$ cat src/rtl/attestation_client_if.sv
// Link and host-side bundle for the attestation client.
// master: the attestation client (drives tx_*, resp_*, key_ready, bs_ready, status).
// slave:  the environment (responder link, host sources, control and status sink).
//   start/abort/bs_size_bytes : session control
//   tx_data/tx_valid          : words to the responder
//   rx_data/rx_valid          : words from the responder
//   resp_data/resp_valid/resp_done : forwarded CERT_RESPONSE payload
//   key_data/key_valid/key_ready   : CLIENT_KEY payload source
//   bs_data/bs_valid/bs_ready      : bitstream source (hash, IV, ciphertext)
//   busy/done/fail/fail_code       : session status
`timescale 1ns/1ps
interface attestation_client_if;
    logic        start;
    logic        abort;
    logic [31:0] bs_size_bytes;
    logic [31:0] tx_data;
    logic        tx_valid;
    logic [31:0] rx_data;
    logic        rx_valid;
    logic [31:0] resp_data;
    logic        resp_valid;
    logic        resp_done;
    logic [31:0] key_data;
    logic        key_valid;
    logic        key_ready;
    logic [31:0] bs_data;
    logic        bs_valid;
    logic        bs_ready;
    logic        busy;
    logic        done;
    logic        fail;
    logic [2:0]  fail_code;

    modport master (
        input  start, abort, bs_size_bytes, rx_data, rx_valid,
        input  key_data, key_valid, bs_data, bs_valid,
        output tx_data, tx_valid, resp_data, resp_valid, resp_done,
        output key_ready, bs_ready, busy, done, fail, fail_code
    );

    modport slave (
        output start, abort, bs_size_bytes, rx_data, rx_valid,
        output key_data, key_valid, bs_data, bs_valid,
        input  tx_data, tx_valid, resp_data, resp_valid, resp_done,
        input  key_ready, bs_ready, busy, done, fail, fail_code
    );
endinterface

$ cat src/rtl/attestation_client.sv
// Initiator end of the attestation / bitstream-provisioning session. Sends AUTH_REQUEST,
// forwards the CERT_RESPONSE payload to the host, streams CLIENT_KEY and then the encrypted
// bitstream from host-side sources, and reports the responder's final verdict.
// Ports:
//   clk     : clock
//   reset_n : asynchronous active-low reset
//   bus     : attestation_client_if.master (link, host sources, control, status)
// All outputs are registered.
`timescale 1ns/1ps
module attestation_client #(
    parameter int unsigned RESP_WORDS     = 1280,
    parameter int unsigned KEY_WORDS      = 256,
    parameter int unsigned KEY_GAP_CYCLES = 64,
    parameter int unsigned TIMEOUT_CYCLES = 1000000
) (
    input logic                  clk,
    input logic                  reset_n,
    attestation_client_if.master bus
);

    localparam logic [31:0] MsgAuthRequest  = 32'h0000_0001;
    localparam logic [31:0] MsgCertResponse = 32'h0000_0002;
    localparam logic [31:0] MsgClientKey    = 32'h0000_0003;
    localparam logic [31:0] MsgBitstream    = 32'h0000_0004;
    localparam logic [31:0] MsgAuthComplete = 32'h0000_0005;
    localparam logic [31:0] MsgError        = 32'hFFFF_FFFF;

    localparam logic [31:0] RespWords   = 32'(RESP_WORDS);
    localparam logic [31:0] KeyLast     = 32'(KEY_WORDS) - 32'd1;
    localparam logic [31:0] GapLast     = 32'(KEY_GAP_CYCLES) - 32'd1;
    localparam logic [31:0] TimeoutMax  = 32'(TIMEOUT_CYCLES);
    localparam logic [31:0] BsPreWords  = 32'd12;  // 8 hash + 4 IV words

    localparam logic [2:0] FailNone          = 3'd0;
    localparam logic [2:0] FailCertTimeout   = 3'd1;
    localparam logic [2:0] FailPeerError     = 3'd2;
    localparam logic [2:0] FailResultTimeout = 3'd3;
    localparam logic [2:0] FailAbort         = 3'd4;
    localparam logic [2:0] FailBadResult     = 3'd5;

    // Header-emitting phases get their own states so each header lands in the cycle
    // after entry and the payload follows without a bubble.
    typedef enum logic [3:0] {
        StIdle,
        StSendReq,
        StWaitCert,
        StRecvCert,
        StSendKey,
        StKeyData,
        StGap,
        StSendBs,
        StBsSize,
        StBsData,
        StWaitResult,
        StDone,
        StFail
    } state_e;

    state_e      state_q, state_d;
    logic [31:0] cnt_q, cnt_d;
    logic [31:0] timer_q, timer_d;
    logic [31:0] bs_size_q, bs_size_d;
    logic [31:0] tx_data_q, tx_data_d;
    logic        tx_valid_q, tx_valid_d;
    logic [31:0] resp_data_q, resp_data_d;
    logic        resp_valid_q, resp_valid_d;
    logic        resp_done_q, resp_done_d;
    logic        key_ready_q, key_ready_d;
    logic        bs_ready_q, bs_ready_d;
    logic        busy_q, busy_d;
    logic        done_q, done_d;
    logic        fail_q, fail_d;
    logic [2:0]  fail_code_q, fail_code_d;

    logic        go_fail;
    logic [2:0]  go_fail_code;
    logic        peer_error;
    logic        in_busy;
    logic [31:0] timer_inc;
    logic [31:0] bs_last;

    assign peer_error = bus.rx_valid && (bus.rx_data == MsgError);
    assign in_busy    = !(state_q inside {StIdle, StDone, StFail});
    assign timer_inc  = timer_q + 32'd1;
    assign bs_last    = (bs_size_q >> 2) + BsPreWords - 32'd1;

    always_comb begin
        state_d      = state_q;
        cnt_d        = cnt_q;
        timer_d      = timer_q;
        bs_size_d    = bs_size_q;
        tx_data_d    = tx_data_q;
        tx_valid_d   = 1'b0;
        resp_data_d  = resp_data_q;
        resp_valid_d = 1'b0;
        resp_done_d  = 1'b0;
        key_ready_d  = key_ready_q;
        bs_ready_d   = bs_ready_q;
        fail_code_d  = fail_code_q;
        go_fail      = 1'b0;
        go_fail_code = FailNone;

        unique case (state_q)
            StIdle, StDone, StFail: begin
                if (bus.start) begin
                    bs_size_d   = bus.bs_size_bytes;
                    fail_code_d = FailNone;
                    tx_data_d   = MsgAuthRequest;
                    tx_valid_d  = 1'b1;
                    state_d     = StSendReq;
                end
            end
            StSendReq: begin
                timer_d = '0;
                state_d = StWaitCert;
            end
            StWaitCert: begin
                if (bus.rx_valid) begin
                    timer_d = '0;
                    if (bus.rx_data == MsgCertResponse) begin
                        cnt_d   = '0;
                        state_d = StRecvCert;
                    end else if (bus.rx_data == MsgError) begin
                        go_fail      = 1'b1;
                        go_fail_code = FailPeerError;
                    end
                end else if (timer_inc == TimeoutMax) begin
                    go_fail      = 1'b1;
                    go_fail_code = FailCertTimeout;
                end else begin
                    timer_d = timer_inc;
                end
            end
            StRecvCert: begin
                if (cnt_q == RespWords) begin
                    resp_done_d = 1'b1;
                    state_d     = StSendKey;
                end else if (bus.rx_valid) begin
                    resp_data_d  = bus.rx_data;
                    resp_valid_d = 1'b1;
                    cnt_d        = cnt_q + 32'd1;
                    timer_d      = '0;
                end else if (timer_inc == TimeoutMax) begin
                    go_fail      = 1'b1;
                    go_fail_code = FailCertTimeout;
                end else begin
                    timer_d = timer_inc;
                end
            end
            StSendKey: begin
                if (peer_error) begin
                    go_fail      = 1'b1;
                    go_fail_code = FailPeerError;
                end else begin
                    tx_data_d   = MsgClientKey;
                    tx_valid_d  = 1'b1;
                    key_ready_d = 1'b1;
                    cnt_d       = '0;
                    state_d     = StKeyData;
                end
            end
            StKeyData: begin
                if (peer_error) begin
                    go_fail      = 1'b1;
                    go_fail_code = FailPeerError;
                end else if (key_ready_q && bus.key_valid) begin
                    tx_data_d  = bus.key_data;
                    tx_valid_d = 1'b1;
                    cnt_d      = cnt_q + 32'd1;
                    // Drop ready on the final handshake so no extra word is accepted.
                    if (cnt_q == KeyLast) begin
                        key_ready_d = 1'b0;
                        cnt_d       = '0;
                        state_d     = StGap;
                    end
                end
            end
            StGap: begin
                if (peer_error) begin
                    go_fail      = 1'b1;
                    go_fail_code = FailPeerError;
                end else if (cnt_q == GapLast) begin
                    cnt_d   = '0;
                    state_d = StSendBs;
                end else begin
                    cnt_d = cnt_q + 32'd1;
                end
            end
            StSendBs: begin
                if (peer_error) begin
                    go_fail      = 1'b1;
                    go_fail_code = FailPeerError;
                end else begin
                    tx_data_d  = MsgBitstream;
                    tx_valid_d = 1'b1;
                    state_d    = StBsSize;
                end
            end
            StBsSize: begin
                if (peer_error) begin
                    go_fail      = 1'b1;
                    go_fail_code = FailPeerError;
                end else begin
                    tx_data_d  = bs_size_q;
                    tx_valid_d = 1'b1;
                    bs_ready_d = 1'b1;
                    cnt_d      = '0;
                    state_d    = StBsData;
                end
            end
            StBsData: begin
                if (peer_error) begin
                    go_fail      = 1'b1;
                    go_fail_code = FailPeerError;
                end else if (bs_ready_q && bus.bs_valid) begin
                    tx_data_d  = bus.bs_data;
                    tx_valid_d = 1'b1;
                    cnt_d      = cnt_q + 32'd1;
                    if (cnt_q == bs_last) begin
                        bs_ready_d = 1'b0;
                        timer_d    = '0;
                        state_d    = StWaitResult;
                    end
                end
            end
            StWaitResult: begin
                if (bus.rx_valid) begin
                    if (bus.rx_data == MsgAuthComplete) begin
                        state_d = StDone;
                    end else if (bus.rx_data == MsgError) begin
                        go_fail      = 1'b1;
                        go_fail_code = FailPeerError;
                    end else begin
                        go_fail      = 1'b1;
                        go_fail_code = FailBadResult;
                    end
                end else if (timer_inc == TimeoutMax) begin
                    go_fail      = 1'b1;
                    go_fail_code = FailResultTimeout;
                end else begin
                    timer_d = timer_inc;
                end
            end
            default: state_d = StIdle;
        endcase

        // Abort outranks every other event of the cycle.
        if (bus.abort && in_busy) begin
            go_fail      = 1'b1;
            go_fail_code = FailAbort;
        end

        // Any failure kills the streams at once: nothing further leaves the block.
        if (go_fail) begin
            state_d      = StFail;
            fail_code_d  = go_fail_code;
            tx_valid_d   = 1'b0;
            resp_valid_d = 1'b0;
            resp_done_d  = 1'b0;
            key_ready_d  = 1'b0;
            bs_ready_d   = 1'b0;
        end
    end

    // Status flags follow the next state so they change together with it.
    always_comb begin
        busy_d = !(state_d inside {StIdle, StDone, StFail});
        done_d = (state_d == StDone);
        fail_d = (state_d == StFail);
    end

    always_ff @(posedge clk or negedge reset_n) begin
        if (!reset_n) begin
            state_q      <= StIdle;
            cnt_q        <= '0;
            timer_q      <= '0;
            bs_size_q    <= '0;
            tx_data_q    <= '0;
            tx_valid_q   <= 1'b0;
            resp_data_q  <= '0;
            resp_valid_q <= 1'b0;
            resp_done_q  <= 1'b0;
            key_ready_q  <= 1'b0;
            bs_ready_q   <= 1'b0;
            busy_q       <= 1'b0;
            done_q       <= 1'b0;
            fail_q       <= 1'b0;
            fail_code_q  <= FailNone;
        end else begin
            state_q      <= state_d;
            cnt_q        <= cnt_d;
            timer_q      <= timer_d;
            bs_size_q    <= bs_size_d;
            tx_data_q    <= tx_data_d;
            tx_valid_q   <= tx_valid_d;
            resp_data_q  <= resp_data_d;
            resp_valid_q <= resp_valid_d;
            resp_done_q  <= resp_done_d;
            key_ready_q  <= key_ready_d;
            bs_ready_q   <= bs_ready_d;
            busy_q       <= busy_d;
            done_q       <= done_d;
            fail_q       <= fail_d;
            fail_code_q  <= fail_code_d;
        end
    end

    assign bus.tx_data    = tx_data_q;
    assign bus.tx_valid   = tx_valid_q;
    assign bus.resp_data  = resp_data_q;
    assign bus.resp_valid = resp_valid_q;
    assign bus.resp_done  = resp_done_q;
    assign bus.key_ready  = key_ready_q;
    assign bus.bs_ready   = bs_ready_q;
    assign bus.busy       = busy_q;
    assign bus.done       = done_q;
    assign bus.fail       = fail_q;
    assign bus.fail_code  = fail_code_q;

endmodule

$ cat src/flat_wrapper.sv
// flat-port wrapper written by rule: the top's interface ports become plain ports
module attestation_client_flat 
#(
    parameter int unsigned RESP_WORDS     = 1280,
    parameter int unsigned KEY_WORDS      = 256,
    parameter int unsigned KEY_GAP_CYCLES = 64,
    parameter int unsigned TIMEOUT_CYCLES = 1000000
)
  (clk, reset_n, bus_start, bus_abort, bus_bs_size_bytes, bus_rx_data, bus_rx_valid, bus_key_data, bus_key_valid, bus_bs_data, bus_bs_valid, bus_tx_data, bus_tx_valid, bus_resp_data, bus_resp_valid, bus_resp_done, bus_key_ready, bus_bs_ready, bus_busy, bus_done, bus_fail, bus_fail_code);
  attestation_client_if bus_i ();
  input logic clk;
  input logic reset_n;
  input wire logic [$bits(bus_i.start)-1:0] bus_start;
  input wire logic [$bits(bus_i.abort)-1:0] bus_abort;
  input wire logic [$bits(bus_i.bs_size_bytes)-1:0] bus_bs_size_bytes;
  input wire logic [$bits(bus_i.rx_data)-1:0] bus_rx_data;
  input wire logic [$bits(bus_i.rx_valid)-1:0] bus_rx_valid;
  input wire logic [$bits(bus_i.key_data)-1:0] bus_key_data;
  input wire logic [$bits(bus_i.key_valid)-1:0] bus_key_valid;
  input wire logic [$bits(bus_i.bs_data)-1:0] bus_bs_data;
  input wire logic [$bits(bus_i.bs_valid)-1:0] bus_bs_valid;
  output wire logic [$bits(bus_i.tx_data)-1:0] bus_tx_data;
  output wire logic [$bits(bus_i.tx_valid)-1:0] bus_tx_valid;
  output wire logic [$bits(bus_i.resp_data)-1:0] bus_resp_data;
  output wire logic [$bits(bus_i.resp_valid)-1:0] bus_resp_valid;
  output wire logic [$bits(bus_i.resp_done)-1:0] bus_resp_done;
  output wire logic [$bits(bus_i.key_ready)-1:0] bus_key_ready;
  output wire logic [$bits(bus_i.bs_ready)-1:0] bus_bs_ready;
  output wire logic [$bits(bus_i.busy)-1:0] bus_busy;
  output wire logic [$bits(bus_i.done)-1:0] bus_done;
  output wire logic [$bits(bus_i.fail)-1:0] bus_fail;
  output wire logic [$bits(bus_i.fail_code)-1:0] bus_fail_code;
  assign bus_i.start = bus_start;
  assign bus_i.abort = bus_abort;
  assign bus_i.bs_size_bytes = bus_bs_size_bytes;
  assign bus_i.rx_data = bus_rx_data;
  assign bus_i.rx_valid = bus_rx_valid;
  assign bus_i.key_data = bus_key_data;
  assign bus_i.key_valid = bus_key_valid;
  assign bus_i.bs_data = bus_bs_data;
  assign bus_i.bs_valid = bus_bs_valid;
  assign bus_tx_data = bus_i.tx_data;
  assign bus_tx_valid = bus_i.tx_valid;
  assign bus_resp_data = bus_i.resp_data;
  assign bus_resp_valid = bus_i.resp_valid;
  assign bus_resp_done = bus_i.resp_done;
  assign bus_key_ready = bus_i.key_ready;
  assign bus_bs_ready = bus_i.bs_ready;
  assign bus_busy = bus_i.busy;
  assign bus_done = bus_i.done;
  assign bus_fail = bus_i.fail;
  assign bus_fail_code = bus_i.fail_code;
  attestation_client #(.RESP_WORDS(RESP_WORDS), .KEY_WORDS(KEY_WORDS), .KEY_GAP_CYCLES(KEY_GAP_CYCLES), .TIMEOUT_CYCLES(TIMEOUT_CYCLES)) u_core (.clk(clk), .reset_n(reset_n), .bus(bus_i));
endmodule
$ cat config.mk
export PLATFORM = sky130hd
export DESIGN_NAME = attestation_client_flat
export DESIGN_NICKNAME = d
export VERILOG_FILES = /design/src/rtl/attestation_client_if.sv /design/src/rtl/attestation_client.sv /design/src/flat_wrapper.sv
export SDC_FILE = /design/constraint.sdc
export NUM_CORES = 1
export LEC_CHECK = 0
export BUFFER_PORTS_ARGS = -buffer_cell sky130_fd_sc_hd__buf_2
export CAP_MARGIN = 5
export CORE_MARGIN = 2
export CORE_UTILIZATION = 47
export CTS_CLUSTER_DIAMETER = 50
export DETAILED_ROUTE_END_ITERATION = 6
export GPL_TIMING_DRIVEN = 0
export HOLD_SLACK_MARGIN = 0.06
export PLACE_DENSITY = 0.7
export SETUP_SLACK_MARGIN = 0.05
export SYNTH_ARGS = -nofsm -noshare
export SYNTH_HDL_FRONTEND = slang
export SYNTH_SLANG_ARGS = --single-unit
$ cat constraint.sdc
create_clock -name clk -period 11.5 [get_ports clk]
set_clock_uncertainty 0.1 [all_clocks]
set_input_delay 1.15 -clock clk [delete_from_list [all_inputs] [get_ports clk]]
set_output_delay 1.15 -clock clk [all_outputs]
set_load 0.02 [all_outputs]
==> out/results.ini <==
[route]
vias = 12300
drt_pass1_iterations = 6
routed_wl_um = 37900
avgRoutedWirePerCell_um = 19.1
drt_iter0_markers = 999
ant_nets = 0
drcViolationCount = 0
vias_per_cell = 6.21

[flow_run]
timing.max_cap.violations = 0

[power]
p_seq_frac = 0.271
cellLeakagePower_nw = 5.95
p_int_w = 0.00176
power_density_nw_per_um2 = 236
power_frac_comb = 0.543
clkPwrFrac = 0.186
vdd_drop_max_mv = 0.157
power.switching_w = 0.00160
switching_share = 0.476

[synth]
yosysSeqAreaShare = 0.361
synth-seq-cells = 175
synth_edf_count = 0
synth_area_leaders = dfrtp_1 (36%), mux2_2 (6.1%), nand2_1 (4.4%)
async_flop_share = 1.00
yosysMostFrequentCell = dfrtp_1
yosys_warnings = 0
netlist_instances = 1409
synth_nets = 1550
synth_area_sq_um = 12100
synth.top_cells.by_count = dfrtp_1 (175), nand2_1 (141), nor2_1 (104), clkbuf_1 (84), o21ai_0 (75)
postSynthAreaPerCell_sq_um = 8.62
synth_top_area_frac = 0.361
ys.flop_type = dfrtp_1
yosysTopAreaCell = dfrtp_1
ys_types = 89

[grt]
grt_first_pass_wirelength_um = 60500
grt_max_degree = 100
track_usage = 0.279
antenna_found_initial = 1
gr-total-overflow = 0
grt_pass1_vias = 11600

[layout]
seq_area_sq_um = 4380
final_cell_area_sq_um = 14300
drive_above_1_share = 0.216
finalNetCount = 1778
syn_to_final_growth_pct = 17.5
final_util = 0.565
fill_cells = 2344
multi_input_area_sq_um = 7240

[placement]
dpl_cell_area_sq_um = 13600
gp_congestion = 0.940
dpl.hpwl_um = 28300
port_buffers = 208

[sta]
setup_violations = 0
slew_headroom = 0.322
min_period_ns = 5.62
period_share = 0.489
max_freq_ghz = 0.178
rsz0062_at_grt = false
finalHoldViolCount = 0
maxSlewViolCount = 0
tightest_slew_ns = 1.01
setup_tns_ns = 0

[cts]
clock_path_buffers = 2
numCtsBuffers = 17
tritoncts = done
clock_sinks = 175
postCtsHoldBufs = 0
htreeDepth = 4
path_clk_slew_ns = 0.09
post_cts_buffers = 0
cts_root_buf = clkbuf_16
cts_resized = 0
clkLatencyLatePin_ns = 0.45

[floorplanning]
dieArea_sq_um = 27100
die_h_um = 165
initial_utilization = 0.481
dieWidth_um = 165
num_io_pins = 210
coreArea_sq_um = 25300
rows = 58

[worst_setup_path]
cp_data_arrival_time_ns = 5.86
path_class = reg2reg
path_max_fanout = 10
cp-end-kind = flip-flop
worst_setup_path_start_kind = flip-flop
crit_required_ns = 11.74

[min_path]
holdCritPathClass = reg2reg

[status]
status = complete, no violations

## worst max-delay path: stages (launching register included)
cell	delay, ns
dfrtp_1	0.42
buf_2	0.26
inv_1	0.07
ha_1	0.28
nand4b_1	0.33
buf_2	0.28
nor3_2	0.16
buf_4	0.22
o2111ai_1	0.14
a21oi_1	0.32
o2111ai_1	0.44
or3_1	0.51
a2111oi_0	0.52
and4bb_1	0.31
a31oi_1	0.13
buf_2	0.24
buf_1	0.31
o31ai_1	0.35
a21oi_1	0.10
## placed cells by master (no fill, tap or decap), types with 5 or more instances in the layout
cell type and count:
buf_2 224, dfrtp_1 175, nand2_1 141, nor2_1 104, clkbuf_1 84, o21ai_0 75
mux2_2 66, a21oi_1 58, nand3_1 54, xnor2_1 51, a31oi_1 48, nand4_1 47
and3_1 41, nor4_1 39, nor3_1 35, a22oi_1 33, o31ai_1 30, or4_1 29
inv_1 21, xor2_1 21, or3_1 20, clkbuf_16 17, o211ai_1 11, o2111ai_1 11
nand2b_1 10, and4_1 10, a211oi_1 10, and2_1 9, a21o_1 9, mux2i_1 8
or2_2 7, nor3b_1 6, ha_1 6, o22ai_1 5, a311oi_1 5, a2111oi_0 5
nor2b_1 5, nand4b_1 5, clkinv_8 5
## cell families after synthesis
logic type,Yosys count,share of synthesized area
flops,175,0.361
simple gates,590,0.261
fa+ha+maj,6,0.00618
xor+xnor,78,0.0633
buf+inv,130,0.0429
mux,74,0.0678
compound gates,356,0.198
## final timing paths
path	startpoint	to	slack (ns)	depth (start not counted)
min reg2reg	u_core.bus.resp_data[31]	u_core.bus.resp_data[31]	0.40	1
max in group asynchronous	reset_n	u_core.bs_size_q[19]	9.81	2
max	u_core.bs_size_q[4]	u_core.timer_q[18]	5.88	18
min in group asynchronous	reset_n	u_core.timer_q[19]	0.57	1
max reg2reg	u_core.bs_size_q[4]	u_core.timer_q[18]	5.88	18
min	u_core.bus.resp_data[31]	u_core.bus.resp_data[31]	0.40	1
## power by group through the flow
stage	clock, W	sequential, W	combinational, W
6_report	0.000628	0.000913	0.00183
5_1_grt	0.000659	0.000932	0.00200
4_1_cts	0.000633	0.000909	0.00181
3_5_place_dp	0	0.000922	0.00180
3_3_place_gp	0	0.000918	0.00177
2_1_floorplan	0	0.00102	0.00117
## routing by layer
layer | wire (um) | global-route usage | up-vias
li1 | - | - | 5778
met1 | 16200 | 0.371 | 5968
met2 | 18200 | 0.472 | 482
met3 | 2590 | 0.0475 | 80
met4 | 852 | 0.0751 | 0
met5 | 0 | 0 | -
## per-stage QoR
step | hold WS, ns | power (W) | cells | worst slack [ns]
2_1_floorplan | 0.380 | 0.00219 | 1409 | 7.08
3_3_place_gp | 0.382 | 0.00269 | 1947 | 5.99
3_5_place_dp | 0.388 | 0.00273 | 1948 | 6.08
4_1_cts | 0.407 | 0.00335 | 1980 | 6.05
5_1_grt | 0.415 | 0.00359 | 1981 | 5.50
6_report | 0.403 | 0.00337 | 1981 | 5.88
## sequential cells by signal, summed over array words and instances, names as in the netlist
| name | count |
|---|---|
| u_core.bus.resp_data | 32 |
| u_core.bus.done | 1 |
| u_core.cnt_q | 32 |
| u_core.bus.tx_data | 32 |
| u_core.bus.busy | 1 |
| u_core.bus.resp_valid | 1 |
| u_core.bus.tx_valid | 1 |
| u_core.bus.key_ready | 1 |
| u_core.bs_size_q | 32 |
| u_core.bus.resp_done | 1 |
| u_core.bus.bs_ready | 1 |
| u_core.timer_q | 32 |
| u_core.bus.fail | 1 |
| u_core.bus.fail_code | 3 |
| u_core.state_q | 4 |
## final cells by class
class / instances / area share
tap: 330 / 0.0289
buffer: 108 / 0.0307
sequential: 175 / 0.307
clock inverter: 15 / 0.0145
antenna: 1 / 0.000175
inverter: 22 / 0.00579
timing repair buffer: 209 / 0.0756
multi-input combinational: 1104 / 0.508
clock buffer: 17 / 0.0298
Power figures use the tool's default switching activity.
